===== config.mk =====
export PLATFORM = sky130hd
export DESIGN_NAME = uart_tx_frame_ctrl_flat
export DESIGN_NICKNAME = d
export VERILOG_FILES = /design/src/rtl/uart_tx_pkg.sv /design/src/rtl/uart_tx_frame_ctrl_if.sv /design/src/rtl/uart_tx_serializer.sv /design/src/rtl/uart_tx_frame_ctrl.sv /design/src/flat_wrapper.sv
export SDC_FILE = /design/constraint.sdc
export NUM_CORES = 1
export LEC_CHECK = 0
export ABC_AREA = 1
export CORE_MARGIN = 1
export CORE_UTILIZATION = 50
export DETAILED_ROUTE_END_ITERATION = 7
export GPL_TIMING_DRIVEN = 0
export PLACE_DENSITY = 0.71
export SLEW_MARGIN = 20
export SYNTH_ARGS = -nofsm -noshare
export SYNTH_HDL_FRONTEND = slang
export SYNTH_HIERARCHICAL = 1
export SYNTH_SLANG_ARGS = --single-unit
export TNS_END_PERCENT = 100

===== constraint.sdc =====
create_clock -name clk -period 4.4 [get_ports clk]
set_clock_uncertainty 0.2 [all_clocks]
set_input_delay 1.1 -clock clk [delete_from_list [all_inputs] [get_ports clk]]
set_output_delay 1.1 -clock clk [all_outputs]
set_load 0.01 [all_outputs]

===== src/rtl/uart_tx_pkg.sv =====
// Shared types and constants for the UART transmit frame controller.
// Optional break support is enabled by defining UART_TX_BREAK_EN.
package uart_tx_pkg;

    typedef enum logic [2:0] {
        IDLE   = 3'd0,
        START  = 3'd1,
        DATA   = 3'd2,
        PARITY = 3'd3,
        STOP   = 3'd4,
        BREAK  = 3'd5
    } tx_state_e;

    localparam logic LINE_IDLE = 1'b1;
    localparam logic START_BIT = 1'b0;
    localparam logic STOP_BIT  = 1'b1;

    localparam logic PAR_EVEN  = 1'b0;
    localparam logic PAR_ODD   = 1'b1;

    // Parity over a zero-extended payload; zero padding does not change the XOR.
    function automatic logic parity_bit(input logic [15:0] data, input logic par_typ);
        return (^data) ^ (par_typ == PAR_ODD);
    endfunction

endpackage


===== src/rtl/uart_tx_frame_ctrl_if.sv =====
// Source-side handshake and frame configuration for uart_tx_frame_ctrl.
// send_break only exists when UART_TX_BREAK_EN is defined.
interface uart_tx_frame_ctrl_if #(
    parameter int DATA_WIDTH = 8
);
    logic [DATA_WIDTH-1:0] p_data;
    logic                  data_valid;
    logic                  par_en;
    logic                  par_typ;
    logic                  stop2;
    logic                  data_ready;
`ifdef UART_TX_BREAK_EN
    logic                  send_break;

    modport master (output p_data, data_valid, par_en, par_typ, stop2, send_break,
                    input  data_ready);
    modport slave  (input  p_data, data_valid, par_en, par_typ, stop2, send_break,
                    output data_ready);
`else
    modport master (output p_data, data_valid, par_en, par_typ, stop2,
                    input  data_ready);
    modport slave  (input  p_data, data_valid, par_en, par_typ, stop2,
                    output data_ready);
`endif
endinterface


===== src/rtl/uart_tx_serializer.sv =====
// LSB-first payload shift register with bit counter.
// The first ser_en after a load presents bit 0 without advancing the counter,
// so during data bit k the counter reads k and ser_done flags the last bit.
module uart_tx_serializer #(
    parameter int DATA_WIDTH = 8,
    parameter int CNT_WIDTH  = $clog2(DATA_WIDTH)
) (
    input  logic                  clk,
    input  logic                  rst,
    input  logic                  load,
    input  logic [DATA_WIDTH-1:0] load_data,
    input  logic                  ser_en,
    output logic                  ser_data,
    output logic                  ser_done
);

    logic [DATA_WIDTH-1:0] shreg_r;
    logic [CNT_WIDTH-1:0]  cnt_r;
    logic                  first_r;

    // Load the payload on acceptance, then shift one bit per enabled cycle.
    always_ff @(posedge clk or negedge rst) begin
        if (!rst) begin
            shreg_r <= {DATA_WIDTH{1'b0}};
            cnt_r   <= {CNT_WIDTH{1'b0}};
            first_r <= 1'b0;
        end else if (load) begin
            shreg_r <= load_data;
            cnt_r   <= {CNT_WIDTH{1'b0}};
            first_r <= 1'b1;
        end else if (ser_en) begin
            shreg_r <= {1'b0, shreg_r[DATA_WIDTH-1:1]};
            if (first_r) begin
                first_r <= 1'b0;
            end else begin
                cnt_r <= cnt_r + CNT_WIDTH'(1);
            end
        end else begin
            shreg_r <= shreg_r;
            cnt_r   <= cnt_r;
            first_r <= first_r;
        end
    end

    assign ser_data = shreg_r[0];
    assign ser_done = !first_r && (cnt_r == CNT_WIDTH'(DATA_WIDTH - 1));

endmodule


===== src/rtl/uart_tx_frame_ctrl.sv =====
// UART transmit frame controller: start, DATA_WIDTH data bits (LSB first),
// optional parity, 1 or 2 stop bits, back-to-back frames without idle gap.
// Optional line break generation is enabled by defining UART_TX_BREAK_EN.
module uart_tx_frame_ctrl
    import uart_tx_pkg::*;
#(
    parameter int DATA_WIDTH = 8,
    parameter int CNT_WIDTH  = $clog2(DATA_WIDTH)
) (
    input  logic                clk,
    input  logic                rst,
    uart_tx_frame_ctrl_if.slave bus,
    output logic                tx_out,
    output logic                busy
);

    tx_state_e state_r;
    logic      tx_r;
    logic      busy_r;
    logic      par_en_r;
    logic      par_typ_r;
    logic      stop2_r;
    logic      par_data_r;
    logic      stop_last_r;

    logic      brk_s;
    logic      ready_s;
    logic      accept_s;
    logic      ser_en_s;
    logic      ser_data_s;
    logic      ser_done_s;

`ifdef UART_TX_BREAK_EN
    assign brk_s = bus.send_break;
`else
    assign brk_s = 1'b0;
`endif

    // Ready in IDLE (unless a break request wins) or during the final stop bit.
    always_comb begin
        ready_s = 1'b0;
        if (state_r == IDLE) begin
            ready_s = ~brk_s;
        end else if (state_r == STOP) begin
            ready_s = stop_last_r;
        end else begin
            ready_s = 1'b0;
        end
    end

    assign accept_s       = bus.data_valid && ready_s;
    assign bus.data_ready = ready_s;
    assign ser_en_s       = (state_r == START) || ((state_r == DATA) && !ser_done_s);

    uart_tx_serializer #(
        .DATA_WIDTH (DATA_WIDTH),
        .CNT_WIDTH  (CNT_WIDTH)
    ) u_ser (
        .clk       (clk),
        .rst       (rst),
        .load      (accept_s),
        .load_data (bus.p_data),
        .ser_en    (ser_en_s),
        .ser_data  (ser_data_s),
        .ser_done  (ser_done_s)
    );

    // Frame FSM; tx_r always holds the bit for the state being entered.
    always_ff @(posedge clk or negedge rst) begin
        if (!rst) begin
            state_r     <= IDLE;
            tx_r        <= LINE_IDLE;
            busy_r      <= 1'b0;
            par_en_r    <= 1'b0;
            par_typ_r   <= PAR_EVEN;
            stop2_r     <= 1'b0;
            par_data_r  <= 1'b0;
            stop_last_r <= 1'b0;
        end else if (accept_s) begin
            state_r     <= START;
            tx_r        <= START_BIT;
            busy_r      <= 1'b1;
            par_en_r    <= bus.par_en;
            par_typ_r   <= bus.par_typ;
            stop2_r     <= bus.stop2;
            par_data_r  <= parity_bit(16'(bus.p_data), PAR_EVEN);
            stop_last_r <= 1'b0;
        end else begin
            case (state_r)
                IDLE: begin
                    if (brk_s) begin
                        state_r <= BREAK;
                        tx_r    <= START_BIT;
                        busy_r  <= 1'b1;
                    end else begin
                        tx_r    <= LINE_IDLE;
                        busy_r  <= 1'b0;
                    end
                end
                START: begin
                    state_r <= DATA;
                    tx_r    <= ser_data_s;
                end
                DATA: begin
                    if (!ser_done_s) begin
                        tx_r <= ser_data_s;
                    end else if (par_en_r) begin
                        state_r <= PARITY;
                        tx_r    <= par_data_r ^ par_typ_r;
                    end else begin
                        state_r     <= STOP;
                        tx_r        <= STOP_BIT;
                        stop_last_r <= ~stop2_r;
                    end
                end
                PARITY: begin
                    state_r     <= STOP;
                    tx_r        <= STOP_BIT;
                    stop_last_r <= ~stop2_r;
                end
                STOP: begin
                    if (!stop_last_r) begin
                        stop_last_r <= 1'b1;
                        tx_r        <= STOP_BIT;
                    end else begin
                        state_r <= IDLE;
                        tx_r    <= LINE_IDLE;
                        busy_r  <= 1'b0;
                    end
                end
`ifdef UART_TX_BREAK_EN
                BREAK: begin
                    if (brk_s) begin
                        tx_r <= START_BIT;
                    end else begin
                        state_r     <= STOP;
                        tx_r        <= STOP_BIT;
                        stop_last_r <= 1'b1;
                    end
                end
`endif
                default: begin
                    state_r     <= IDLE;
                    tx_r        <= LINE_IDLE;
                    busy_r      <= 1'b0;
                    stop_last_r <= 1'b0;
                end
            endcase
        end
    end

    assign tx_out = tx_r;
    assign busy   = busy_r;

endmodule

===== src/flat_wrapper.sv =====
// flat-port wrapper written by rule: the top's interface ports become plain ports
module uart_tx_frame_ctrl_flat import uart_tx_pkg::*;
#(
    parameter int DATA_WIDTH = 8,
    parameter int CNT_WIDTH  = $clog2(DATA_WIDTH)
)
  (clk, rst, tx_out, busy, bus_p_data, bus_data_valid, bus_par_en, bus_par_typ, bus_stop2, bus_data_ready);
  uart_tx_frame_ctrl_if #(.DATA_WIDTH(DATA_WIDTH)) bus_i ();
  input  logic clk;
  input  logic rst;
  output logic tx_out;
  output logic busy;
  input wire logic [$bits(bus_i.p_data)-1:0] bus_p_data;
  input wire logic [$bits(bus_i.data_valid)-1:0] bus_data_valid;
  input wire logic [$bits(bus_i.par_en)-1:0] bus_par_en;
  input wire logic [$bits(bus_i.par_typ)-1:0] bus_par_typ;
  input wire logic [$bits(bus_i.stop2)-1:0] bus_stop2;
  output wire logic [$bits(bus_i.data_ready)-1:0] bus_data_ready;
  assign bus_i.p_data = bus_p_data;
  assign bus_i.data_valid = bus_data_valid;
  assign bus_i.par_en = bus_par_en;
  assign bus_i.par_typ = bus_par_typ;
  assign bus_i.stop2 = bus_stop2;
  assign bus_data_ready = bus_i.data_ready;
  uart_tx_frame_ctrl #(.DATA_WIDTH(DATA_WIDTH), .CNT_WIDTH(CNT_WIDTH)) u_core (.clk(clk), .rst(rst), .bus(bus_i), .tx_out(tx_out), .busy(busy));
endmodule

==> key figures, run 1 <==
Clocking
  • Postcts setup bufs: 0
  • Root Buffer: clkbuf_4
  • CTS Hold Bufs: 0
  • CTS tree: done
  • CTS Sinks: 22
  • Clk Latency, worst-skew pair: ~0.3 ns
  • Resized Gates After CTS: 0
  • Clock transition at the registers of the reported paths: 0.12 ns
  • H-tree depth: 1
  • Inserted Clock Buffers: 3
  • CTS Buffer Depth: 2

Place
  • Final GP Congestion: 0.773
  • Port Buffers: 16
  • Dpl hpwl: 2.00 mm

Power
  • Pint: about 540 µW
  • Pleak: about 0.00085 µW
  • Sw Share: around 45%
  • Total power per unit cell area: 646 mW/mm²
  • Seq pwr share: 37.1%
  • Combinational Power Share: between 50 and 60%
  • Clk pwr share: 9.5%
  • Switching Power: about 450 µW
  • VDD IR max: 0.000432 V

Timing
  • Rel. slew slack: a little over a third
  • Setup-failing EPs final: 0
  • Worst slew pin tran: ~0.96 ns
  • Final slew viol count: 0
  • Minimum clock period: about 3.0 ns
  • Final Hold Fails: 0
  • Unrepaired setup endpoints after global routing: false
  • Fmax: about 0.34 GHz
  • Post-Route Setup TNS: 0 ns
  • Final period util: about two thirds

Floorplan
  • Die ar.: 0.00282 mm²
  • Core Box Area: roughly 0.0025 mm²
  • Chip Height: roughly 53 µm
  • Initial core utilization: between 50% and 60%
  • Chip width: between 50 and 60 µm
  • Row Count: 18
  • Io pins: 17

Finish
  • Commonest non-fill, non-tap cell in the layout: nand2_1
  • Antenna diodes: 0
  • Area grow syn2layout: 17.1%
  • Share of cells above drive strength 1: around 10%
  • # nets final: around 230
  • Most frequent cells in the layout: 92 x nand2_1, 21 x dfrtp_1, 20 x inv_1, 16 x clkdlybuf4s50_1, 11 x nand3_1
  • Finished Core Util: about three fifths

Worst setup path
  • Critical path type: reg2out
  • Startpoint type of the worst setup path: flop
  • Critical Path End Type: output port
  • Max Fanout on Critical Path: 5
  • CP required: a little over 3 ns
  • WP data arrival: 1.65 ns
  • Reg2reg setup slack: approximately 2.3 ns

Yosys
  • Adder-cell share of the synthesized area: ~1.9%
  • Area leader, netlist: dfrtp_1
  • Top cell type's share of synthesized area: around two fifths
  • Simple-Gate Fraction of Synth Area: between 40% and 50%
  • Multiplexer share of the synthesized area: 0%
  • Compound-gate portion of the synthesized area: approximately 6.4%
  • Syn Nets: 206
  • Top post-synthesis cells by area: dfrtp_1 40%, nand2_1 26%, inv_1 5.7%
  • Cell Area, Synth: around 0.0013 mm²
  • Synth Instances: 190
  • Post-synth cell types: 23
  • Yosys Warn Count: 6
  • Post-Synth XOR/XNOR Area: 0%
  • Largest family of logic cells by synthesized area: simple AND/OR/NAND/NOR gates
  • Synthesis-stage register bit count: 22
  • Post-synthesis sequential area ratio: a little over two fifths
  • Mean post-synth cell area: 6.88 µm²

Global routing
  • Initial antenna violation count: 0
  • First-pass GRT wire length: 4.25 mm
  • Gr ovfl total: 0
  • Largest net degree at the start of global routing: 23
  • Total GRT Usage: a little over a fifth
  • Vias in the first global route: around 1000

Status
  • Status: finished, violations left
  • Failing checks: DRC

Drt
  • WL per Instance: 10.8 µm
  • Antenna Nets Post-Route: 0
  • DR iter-0 viols: just under 60
  • DR pass1 iterations: 6
  • Via-to-Cell Ratio: 5.06
  • DRC violations left: 2
  • Via count: about 1200
  • Routed wire length: ~2.6 mm

Hold path
  • Min-delay worst type: reg2reg

Job
  • Max cap viols: 0
-- critical path, cell delays in order, from the launching register on --
cell and delay (ns):
dfrtp_1 0.47, nor2_2 0.17, o21ai_2 0.11, inv_2 0.07, clkdlybuf4s50_1 0.52
-- cells by family after synthesis --
logic type / count (synthesis)
buf+inv: 27
flops: 22
simple gates: 124
compound gates: 15
fa+ha+maj: 2
-- worst paths after layout --
| path | start | cells after the start | to |
|---|---|---|---|
| min reg2reg | u_core/u_ser/shreg_r[7]$_DFFE_PN0P_ | 2 | u_core/u_ser/shreg_r[7]$_DFFE_PN0P_ |
| max in group asynchronous | rst | 1 | u_core/u_ser/shreg_r[5]$_DFFE_PN0P_ |
| max reg2reg | u_core/u_ser/cnt_r[0]$_DFFE_PN0P_ | 10 | u_core/u_ser/shreg_r[5]$_DFFE_PN0P_ |
| max | u_core/state_r[1]$_DFFE_PN0P_ | 4 | bus_data_ready |
| min | u_core/u_ser/shreg_r[7]$_DFFE_PN0P_ | 2 | u_core/u_ser/shreg_r[7]$_DFFE_PN0P_ |
| min in group asynchronous | rst | 1 | u_core/state_r[0]$_DFFE_PN0P_ |
-- power groups by stage --
stage | sequential [µW] | clock, µW | combinational, µW
detailed placement | 371 | 0 | 526
global placement | 367 | 0 | 508
finish | 367 | 93.8 | 528
global route | 378 | 107 | 605
CTS | 367 | 99.3 | 529
floorplan | 361 | 0 | 388
-- sequential cells by signal, summed over array words and instances (netlist names) --
register and cells:
u_core/busy 1, u_core/stop2_r 1, u_core/par_en_r 1, u_core/stop_last_r 1, u_core/par_typ_r 1, u_core/u_ser/shreg_r 8, u_core/tx_out 1, u_core/u_ser/cnt_r 3
u_core/u_ser/first_r 1, u_core/state_r 3, u_core/par_data_r 1
-- metal layers --
metal | vias to the layer above | track usage (%) | part of all wire, %
li1 | 632 | - | -
met1 | 544 | 27.3 | 47
met2 | 36 | 34.2 | 47
met3 | 2 | 3.45 | 5.0
met4 | 0 | 7.89 | 0.54
met5 | - | 0 | 0
-- synth_stat cells (all sizes together) --
library cell	n
ha	2
inv	25
dfstp	1
nand3	12
nor3	2
a21oi	2
nand2	93
nand4	3
nor2	13
o211ai	1
dfrtp	21
o21bai	1
o21ai	11
or2	1
buf	2
-- per-stage QoR --
stage | std cells | worst slack [ns] | area (µm²) | total power, µW | hold WS, ns
floorplan | 190 | 2.29 | 1310 | 749 | 0.237
global placement | 236 | 1.58 | 1500 | 875 | 0.256
detailed placement | 236 | 1.57 | 1500 | 896 | 0.264
CTS | 240 | 1.43 | 1530 | 995 | 0.291
global route | 240 | 1.34 | 1530 | 1090 | 0.310
finish | 240 | 1.45 | 1530 | 989 | 0.288
-- area by class of cell --
type / count / area (µm²)
Timing Repair Buffer: 16 / 160
Buffer: 2 / 18.8
Fill cell: 252 / 947
Clock buffer: 4 / 26.3
Inverter: 25 / 93.8
Tap cell: 30 / 37.5
Sequential cell: 22 / 552
Multi-Input combinational cell: 141 / 642
(Power assumes the default switching activity.)
==> inputs of run 2 (changes only) <==
CORE_UTILIZATION = 49   (was 50)
PLACE_DENSITY = 0.73   (was 0.71)
clock period = 2.5 ns   (was 4.4 ns; I/O delays follow)
==> run 2 against run 1 <==
Net effect: the run now ends clean; global-route usage down 0.57 points; register-to-register slack worse by 1.9 ns; die area up 2.0%; critical endpoint is now tx_out; first-iteration DRC count down 68%; cell area up 0.57%; highest routed layer unchanged; largest cell class unchanged; critical path depth down 3; total power up 78%; largest power group unchanged; setup slack worse by 1.1 ns; flip-flop and latch count unchanged; worst hold slack worse by 0.22 ns.
==> key figures, run 2 (synthesis results as in run 1) <==
Worst setup path
  • Max Fanout on Critical Path: 1
  • Critical path type: reg2out
  • CP delay by family, top: flip-flops
  • CP required: ~1.7 ns
  • Slowest CP cell: dfstp_2
  • Startpoint type of the worst setup path: flop
  • Max incr delay on CP: ~0.53 ns
  • Critical Path, Cell by Cell: clkdlybuf4s50_1
  • Critical Path End Type: output port
  • WP data arrival: between 1 and 1.5 ns
  • CP bufs+invs: 1

Drt
  • Routed wire length: approximately 2.6 mm
  • Via count: about 1200
  • DR pass1 iterations: 4
  • DRC violations left: 0
  • WL per Instance: between 10 and 15 µm
  • Antenna Nets Post-Route: 0
  • Via-to-Cell Ratio: a little under 5
  • DR iter-0 viols: 19

Global routing
  • Gr ovfl total: 0
  • Vias in the first global route: just over 1000
  • M3 GR Usage: about 4.2%
  • Met2 Use GR: 35.2%
  • Total GRT Usage: between 20% and 30%
  • Initial antenna violation count: 0
  • First-pass GRT wire length: between 4 and 5 mm
  • GRT busiest layer: met2
  • Largest net degree at the start of global routing: 23
  • Met1 usage: between 20% and 30%

Clocking
  • CTS tree: done
  • CTS Buffer Depth: 2
  • CTS Hold Bufs: 0
  • H-tree depth: 1
  • Postcts setup bufs: 0
  • Clock transition at the registers of the reported paths: 0.12 ns
  • CTS Sinks: 22
  • Inserted Clock Buffers: 3
  • Root Buffer: clkbuf_4
  • Clk Latency, worst-skew pair: ~0.30 ns

Finish
  • Share of cells above drive strength 1: between 10% and 20%
  • Area grow syn2layout: 17.8%
  • Area of the multi-input gates: approximately 640 µm²
  • Max FFs per register: 8
  • Top Registers: u_core/u_ser/shreg_r x8, u_core/state_r x3, u_core/u_ser/cnt_r x3
  • Most flops, register: u_core/u_ser/shreg_r
  • # nets final: ~230
  • Sequential cell area: 553 µm²
  • Commonest non-fill, non-tap cell in the layout: nand2_1
  • Antenna diodes: 0
  • Most frequent cells in the layout: 92 x nand2_1, 20 x inv_1, 20 x dfrtp_1, 14 x clkdlybuf4s50_1, 11 x nand3_1
  • Finished Core Util: between 60% and 70%
  • Layout fillers: ~230

Power
  • Total power draw: 1760 µW
  • Total power per unit cell area: 1140 mW/mm²
  • Pleak: 0.000863 µW
  • VDD IR max: just under 0.0008 V

Timing
  • Final period util: between 80% and 90%
  • Minimum clock period: between 2 and 2.5 ns
  • Final WS setup: roughly 0.32 ns
  • Unrepaired setup endpoints after global routing: false
  • Fmax: about 0.46 GHz
  • Final Hold Fails: 0
  • Setup-failing EPs final: 0
  • Final slew viol count: 0
  • Rel. slew slack: around two thirds
  • Worst slew pin tran: 0.496 ns
  • Post-Route Setup TNS: 0 ns

Floorplan
  • Row Count: 18
  • Initial core utilization: 52.3%
  • Die ar.: about 0.0029 mm²
  • Chip width: between 50 and 60 µm
  • Chip Height: approximately 54 µm
  • Core Box Area: around 0.0025 mm²
  • Io pins: 17

Place
  • Final GP Congestion: just under 0.8
  • Worst slack, placed: 0.116 ns
  • Dpl hpwl: approximately 1.9 mm
  • Port Buffers: 16

Status
  • Status: completed

Hold path
  • Min-delay worst type: in2async

Job
  • Max cap viols: 0
-- run 2: area by class of cell --
| type | count | area share [%] |
|---|---|---|
| multi-input combinational | 141 | 41.7 |
| sequential | 22 | 35.9 |
| timing repair buffer | 16 | 10.2 |
| inverter | 25 | 6.10 |
| tap | 30 | 2.44 |
| clock buffer | 4 | 2.36 |
| buffer | 2 | 1.22 |
-- run 2: through the flow --
stage / cell area (µm²) / hold slack, ns / std cells
6_report: 1540 / 0.0668 / 240
5_1_grt: 1540 / 0.0882 / 240
4_1_cts: 1540 / 0.289 / 240
3_5_place_dp: 1500 / 0.258 / 236
3_3_place_gp: 1500 / 0.258 / 236
2_1_floorplan: 1310 / 0.129 / 190
-- run 2: final timing paths --
path                                                    from                                   to  slack (ns)  cells after the start
setup / recovery                     u_core/tx_out$_DFF_PN1_                               tx_out        0.32                      1
hold / removal                                           rst        u_core/state_r[2]$_DFFE_PN0P_        0.07                      1
setup reg to reg           u_core/u_ser/cnt_r[0]$_DFFE_PN0P_  u_core/u_ser/shreg_r[0]$_DFFE_PN0P_        0.34                     10
hold reg to reg                      u_core/busy$_DFFE_PN0P_              u_core/busy$_DFFE_PN0P_        0.28                      2
max in group asynchronous                                rst        u_core/state_r[1]$_DFFE_PN0P_        1.67                      1
min in group clk                     u_core/busy$_DFFE_PN0P_              u_core/busy$_DFFE_PN0P_        0.28                      2
-- run 2: timing repair --
action / in CTS / in global routing
gates resized for setup: 0 / 2
setup endpoints to repair: 0 / 1
hold endpoints to repair: 0 / 0
-- run 2: metal layers --
layer  part of all wire, %  wire length, µm  vias up
met4                  0.39               10        0
met5                     0                0        -
li1                      -                -      625
met2                    49             1250       22
met3                   4.0              102        2
met1                    47             1200      539
-- run 2: where the power goes --
group | total [µW] | internal, µW | leakage, µW | switching, µW
Clock | 193 | 88.8 | 0.0000210 | 104
Combinational | 923 | 353 | 0.000570 | 570
Sequential | 646 | 535 | 0.000271 | 110
==> inputs of run 3 (changes only) <==
--- a/config.mk
+++ b/config.mk
@@ -8,8 +8,9 @@
 export ABC_AREA = 1
 export CORE_MARGIN = 1
-export CORE_UTILIZATION = 49
+export CORE_UTILIZATION = 50
 export DETAILED_ROUTE_END_ITERATION = 7
 export GPL_TIMING_DRIVEN = 0
-export PLACE_DENSITY = 0.73
+export PLACE_DENSITY = 0.71
+export SKIP_CTS_REPAIR_TIMING = 1
 export SLEW_MARGIN = 20
 export SYNTH_ARGS = -nofsm -noshare
==> constraint.sdc (replaced) <==
create_clock -name clk -period 2.1 [get_ports clk]
set_clock_uncertainty 0.2 [all_clocks]
set_input_delay 0.525 -clock clk [delete_from_list [all_inputs] [get_ports clk]]
set_output_delay 0.525 -clock clk [all_outputs]
set_load 0.005 [all_outputs]
==> run 3 against run 2 <==
Net effect: the flow now finishes with violations (DRC); largest power group unchanged; non-clock buffer count is 3 higher; combinational power is 26% higher; critical path type unchanged; routed wire length is 5.3% higher.
==> key figures, run 3 (synthesis results as in run 1) <==
Clocking
  • H-tree depth: 1
  • CTS Buffer Depth: 2
  • Clk Latency, worst-skew pair: 0.31 ns
  • CTS tree: done
  • Clock transition at the registers of the reported paths: approximately 0.11 ns
  • CTS Sinks: 22
  • Inserted Clock Buffers: 3
  • Root Buffer: clkbuf_4

Worst setup path
  • Max incr delay on CP: about 0.53 ns
  • Startpoint type of the worst setup path: flop
  • Reg2reg setup slack: approximately 0.12 ns
  • Critical path type: reg2out
  • CP bufs+invs: 1
  • Max Fanout on Critical Path: 1
  • WP data arrival: approximately 1.3 ns
  • Critical Path End Type: output port
  • CP delay by family, top: flip-flops
  • CP required: approximately 1.4 ns
  • Slowest CP cell: dfstp_2
  • Critical Path, Cell by Cell: clkdlybuf4s50_1

Finish
  • Most flops, register: u_core/u_ser/shreg_r
  • Top Registers: u_core/u_ser/shreg_r x8, u_core/state_r x3, u_core/u_ser/cnt_r x3
  • Max FFs per register: 8
  • Commonest non-fill, non-tap cell in the layout: nand2_1
  • Area grow syn2layout: 20.9%
  • Antenna diodes: 0
  • Most frequent cells in the layout: 92 x nand2_1, 20 x inv_1, 20 x dfrtp_1, 15 x clkdlybuf4s50_1, 11 x nand3_1
  • # nets final: 230
  • Finished Core Util: a little under two thirds
  • Finished Layout Cells: ~240
  • Share of cells above drive strength 1: between 10 and 15%

Drt
  • DRC violations left: 2
  • Via-to-Cell Ratio: between 5 and 6
  • DR pass1 iterations: 6
  • Routed wire length: 2.70 mm
  • Antenna Nets Post-Route: 0
  • Via count: roughly 1200
  • DR iter-0 viols: 44
  • WL per Instance: between 10 and 15 µm

Power
  • VDD IR max: roughly 0.00097 V
  • Total power per unit cell area: 1350 mW/mm²
  • Pleak: about 0.00088 µW

Timing
  • Final Hold Fails: 0
  • Rel. slew slack: between 30 and 40%
  • Minimum clock period: slightly above 2 ns
  • Final slew viol count: 0
  • Worst slew pin tran: 0.965 ns
  • Final period util: 96.4%
  • Fmax: about 0.49 GHz
  • Setup-failing EPs final: 0

Hold path
  • Min-delay worst type: reg2reg

Global routing
  • Vias in the first global route: approximately 1000
  • Total GRT Usage: a little over a fifth
  • First-pass GRT wire length: between 4 and 5 mm
  • Initial antenna violation count: 0
  • Gr ovfl total: 0
  • Largest net degree at the start of global routing: 23

Floorplan
  • Row Count: 18
  • Die ar.: roughly 0.0028 mm²
  • Core Box Area: about 0.0025 mm²
  • Chip Height: about 53 µm
  • Chip width: 53.1 µm
  • Io pins: 17
  • Initial core utilization: approximately 53%

Status
  • Status: finished, violations left
  • Failing checks: DRC

Place
  • DP Cell Count: between 200 and 250
  • Dpl hpwl: about 2 mm
  • Final GP Congestion: ~0.77
  • Port Buffers: 16

Job
  • Max cap viols: 0
[run 3: changes by cell type in the layout (fill, tap and decap cells not counted), sizes merged]
cell and change:
clkdlybuf4s50 +1, buf +2
[run 3: final timing paths]
path / startpoint / endpoint / depth (start not counted)
min in group asynchronous: rst / u_core/state_r[1]$_DFFE_PN0P_ / 1
worst min-delay path: u_core/u_ser/shreg_r[7]$_DFFE_PN0P_ / u_core/u_ser/shreg_r[7]$_DFFE_PN0P_ / 2
worst max-delay path: u_core/tx_out$_DFF_PN1_ / tx_out / 1
worst max register to register: u_core/u_ser/cnt_r[0]$_DFFE_PN0P_ / u_core/u_ser/shreg_r[5]$_DFFE_PN0P_ / 12
worst min register to register: u_core/u_ser/shreg_r[7]$_DFFE_PN0P_ / u_core/u_ser/shreg_r[7]$_DFFE_PN0P_ / 2
max in group asynchronous: rst / u_core/state_r[1]$_DFFE_PN0P_ / 1
[run 3: layout make-up]
class                      count  area (µm²)
inverter                      25        93.8
clock buffer                   4        26.3
multi-input combinational    141         664
fill                         240         898
buffer                         2        18.8
sequential                    22         553
tap                           30        37.5
timing repair buffer          19         185
[run 3: through the flow]
stage,cell area (µm²),hold WS [ns],total power (µW),TNS (ns),worst slack [ns]
finish,1580,0.286,2130,0,0.0747
global placement,1500,0.256,1820,-0.946,-0.141
CTS,1530,0.291,2070,-0.721,-0.256
floorplan,1310,0.0294,1560,0,0.247
detailed placement,1500,0.264,1860,-1.03,-0.153
global route,1580,0.310,2350,-0.00482,-0.00432
[run 3: report_power, final]
part | internal [µW] | total, µW | switching [µW]
Combinational | 463 | 1160 | 695
Sequential | 637 | 774 | 137
Clock | 74.0 | 198 | 124
Total | 1170 | 2130 | 957
[run 3: metal layers]
| layer | track usage (%) | part of all wire (%) | wire length, µm |
|---|---|---|---|
| met5 | 0 | 0 | 0 |
| met4 | 7.89 | 0 | 0 |
| met3 | 3.45 | 5.0 | 134 |
| met2 | 34.2 | 49 | 1330 |
| met1 | 27.3 | 46 | 1230 |
==> RTL change, RTL diff (flow settings as in run 2) <==
`DATA_WIDTH` is set to 8 in 4 places; all go to 16.
--- a/src/rtl/uart_tx_frame_ctrl_if.sv
+++ b/src/rtl/uart_tx_frame_ctrl_if.sv
@@ -3,3 +3,3 @@
 interface uart_tx_frame_ctrl_if #(
-    parameter int DATA_WIDTH = 8
+    parameter int DATA_WIDTH = 16
 );
--- a/src/rtl/uart_tx_serializer.sv
+++ b/src/rtl/uart_tx_serializer.sv
@@ -4,3 +4,3 @@
 module uart_tx_serializer #(
-    parameter int DATA_WIDTH = 8,
+    parameter int DATA_WIDTH = 16,
     parameter int CNT_WIDTH  = $clog2(DATA_WIDTH)
--- a/src/rtl/uart_tx_frame_ctrl.sv
+++ b/src/rtl/uart_tx_frame_ctrl.sv
@@ -6,3 +6,3 @@
 #(
-    parameter int DATA_WIDTH = 8,
+    parameter int DATA_WIDTH = 16,
     parameter int CNT_WIDTH  = $clog2(DATA_WIDTH)
--- a/src/flat_wrapper.sv
+++ b/src/flat_wrapper.sv
@@ -3,3 +3,3 @@
 #(
-    parameter int DATA_WIDTH = 8,
+    parameter int DATA_WIDTH = 16,
     parameter int CNT_WIDTH  = $clog2(DATA_WIDTH)
Ports: changed (resized bus_p_data); port bits go from 17 to 25. No check against the original RTL was run, so the function may have changed too.
==> RTL change against run 2 <==
Setup slack got worse by 0.23 ns. Largest power group unchanged. Critical path depth up 3. Clock power is 89% higher. Design area increased by 49%. Area after synthesis up 46%. Routed wire length increased by 44%. Synthesized cell count up 47%. Critical path type unchanged. Sequential cell count rose by 9. Total power rose by 42%. Highest routed layer unchanged. Sequential share of layout area fell by 2.1 points.
==> RTL change: results (changes against run 2) <==
slew at the pin closest to its max-slew limit=0.676 ns (+0.179 ns); Synth Area in Compound Gates=0.148 (+0.0838); Root Buffer=clkbuf_8; Critical Path Max Stage Delay=0.48 ns (-0.05 ns); TritonCTS Buffers=5 (+2); Logic pwr share=0.511 (-0.013); cell family with most CP delay=buffers and inverters; DR vias/cell=4.85 (-2.1%); Total GRT Usage=0.209 (+0.00560); Post-synth top cells=nand2_1, inv_1, dfrtp_1; I/O Buffers=24 (+8); Crit. Startpoint=u_core/state_r[2]$_DFFE_PN0P_; Setup crit end=bus_data_ready; Max stage delay cell, worst path=clkdlybuf4s50_1; CP arrival=1.58 ns (+0.23 ns); register area share after synthesis=0.407 (-0.0157); vias in the first global route=1557 (+54%); Netlist cell types=27 (+17%); largest net degree at the start of global routing=32 (+39%); Leakage Power=1.22 nW (+42%); WL per Instance=10.2 um (-4.0%); first-pass GRT wire length=6660 um (+57%); Crit Path Max Fanout=5 (+4); Pint=0.00147 W (+51%); worst r2r path cells=11 (+1); placed cells=351 (+49%); HPWL Detailed=2840 um (+47%); Seq pwr share=0.343 (-0.023); largest registers=u_core/u_ser/shreg_r: 16 flops, u_core/u_ser/cnt_r: 4 flops, u_core/state_r: 3 flops; Clk pin slew, worst setup/hold paths=0.06 ns (-0.06 ns); 1st-iter DRT viols=116 (+97); Area contributors post-synth=dfrtp_1, nand2_1, inv_1; status=finished, final reports clean; FF-to-FF End=u_core/u_ser/shreg_r[8]$_DFFE_PN0P_
## RTL change: repair_timing
item | in CTS | in global routing
setup endpoints to repair | 1 | 1
hold buffers | 0 | 0
gates resized for setup | 1 | 1
## RTL change: per-layer routing
metal / GRT usage / part of all wire / vias to the layer above
met1: 0.289 / 0.51 / 779
met3: 0.0370 / 0.026 / 4
met2: 0.326 / 0.46 / 24
li1: - / - / 933
met4: 0.0750 / 0.0098 / 0
met5: 0 / 0 / -
## RTL change: worst reg2reg max path: stages (launching register included)
cell	delay, ns
dfrtp_1	0.40
ha_1	0.24
nand3_1	0.08
nor2_1	0.06
or2_4	0.28
nand2_4	0.07
buf_6	0.13
inv_2	0.06
buf_6	0.13
o21ai_0	0.13
o21ai_0	0.11
o21ai_1	0.11
## RTL change: area by class of cell
type | instances | area [um^2]
buffer | 7 | 76.3
inverter | 47 | 179
fill | 368 | 1390
timing repair buffer | 24 | 235
tap | 48 | 60.1
multi-input combinational | 194 | 886
clock inverter | 1 | 5.00
sequential | 31 | 777
clock buffer | 7 | 76.3
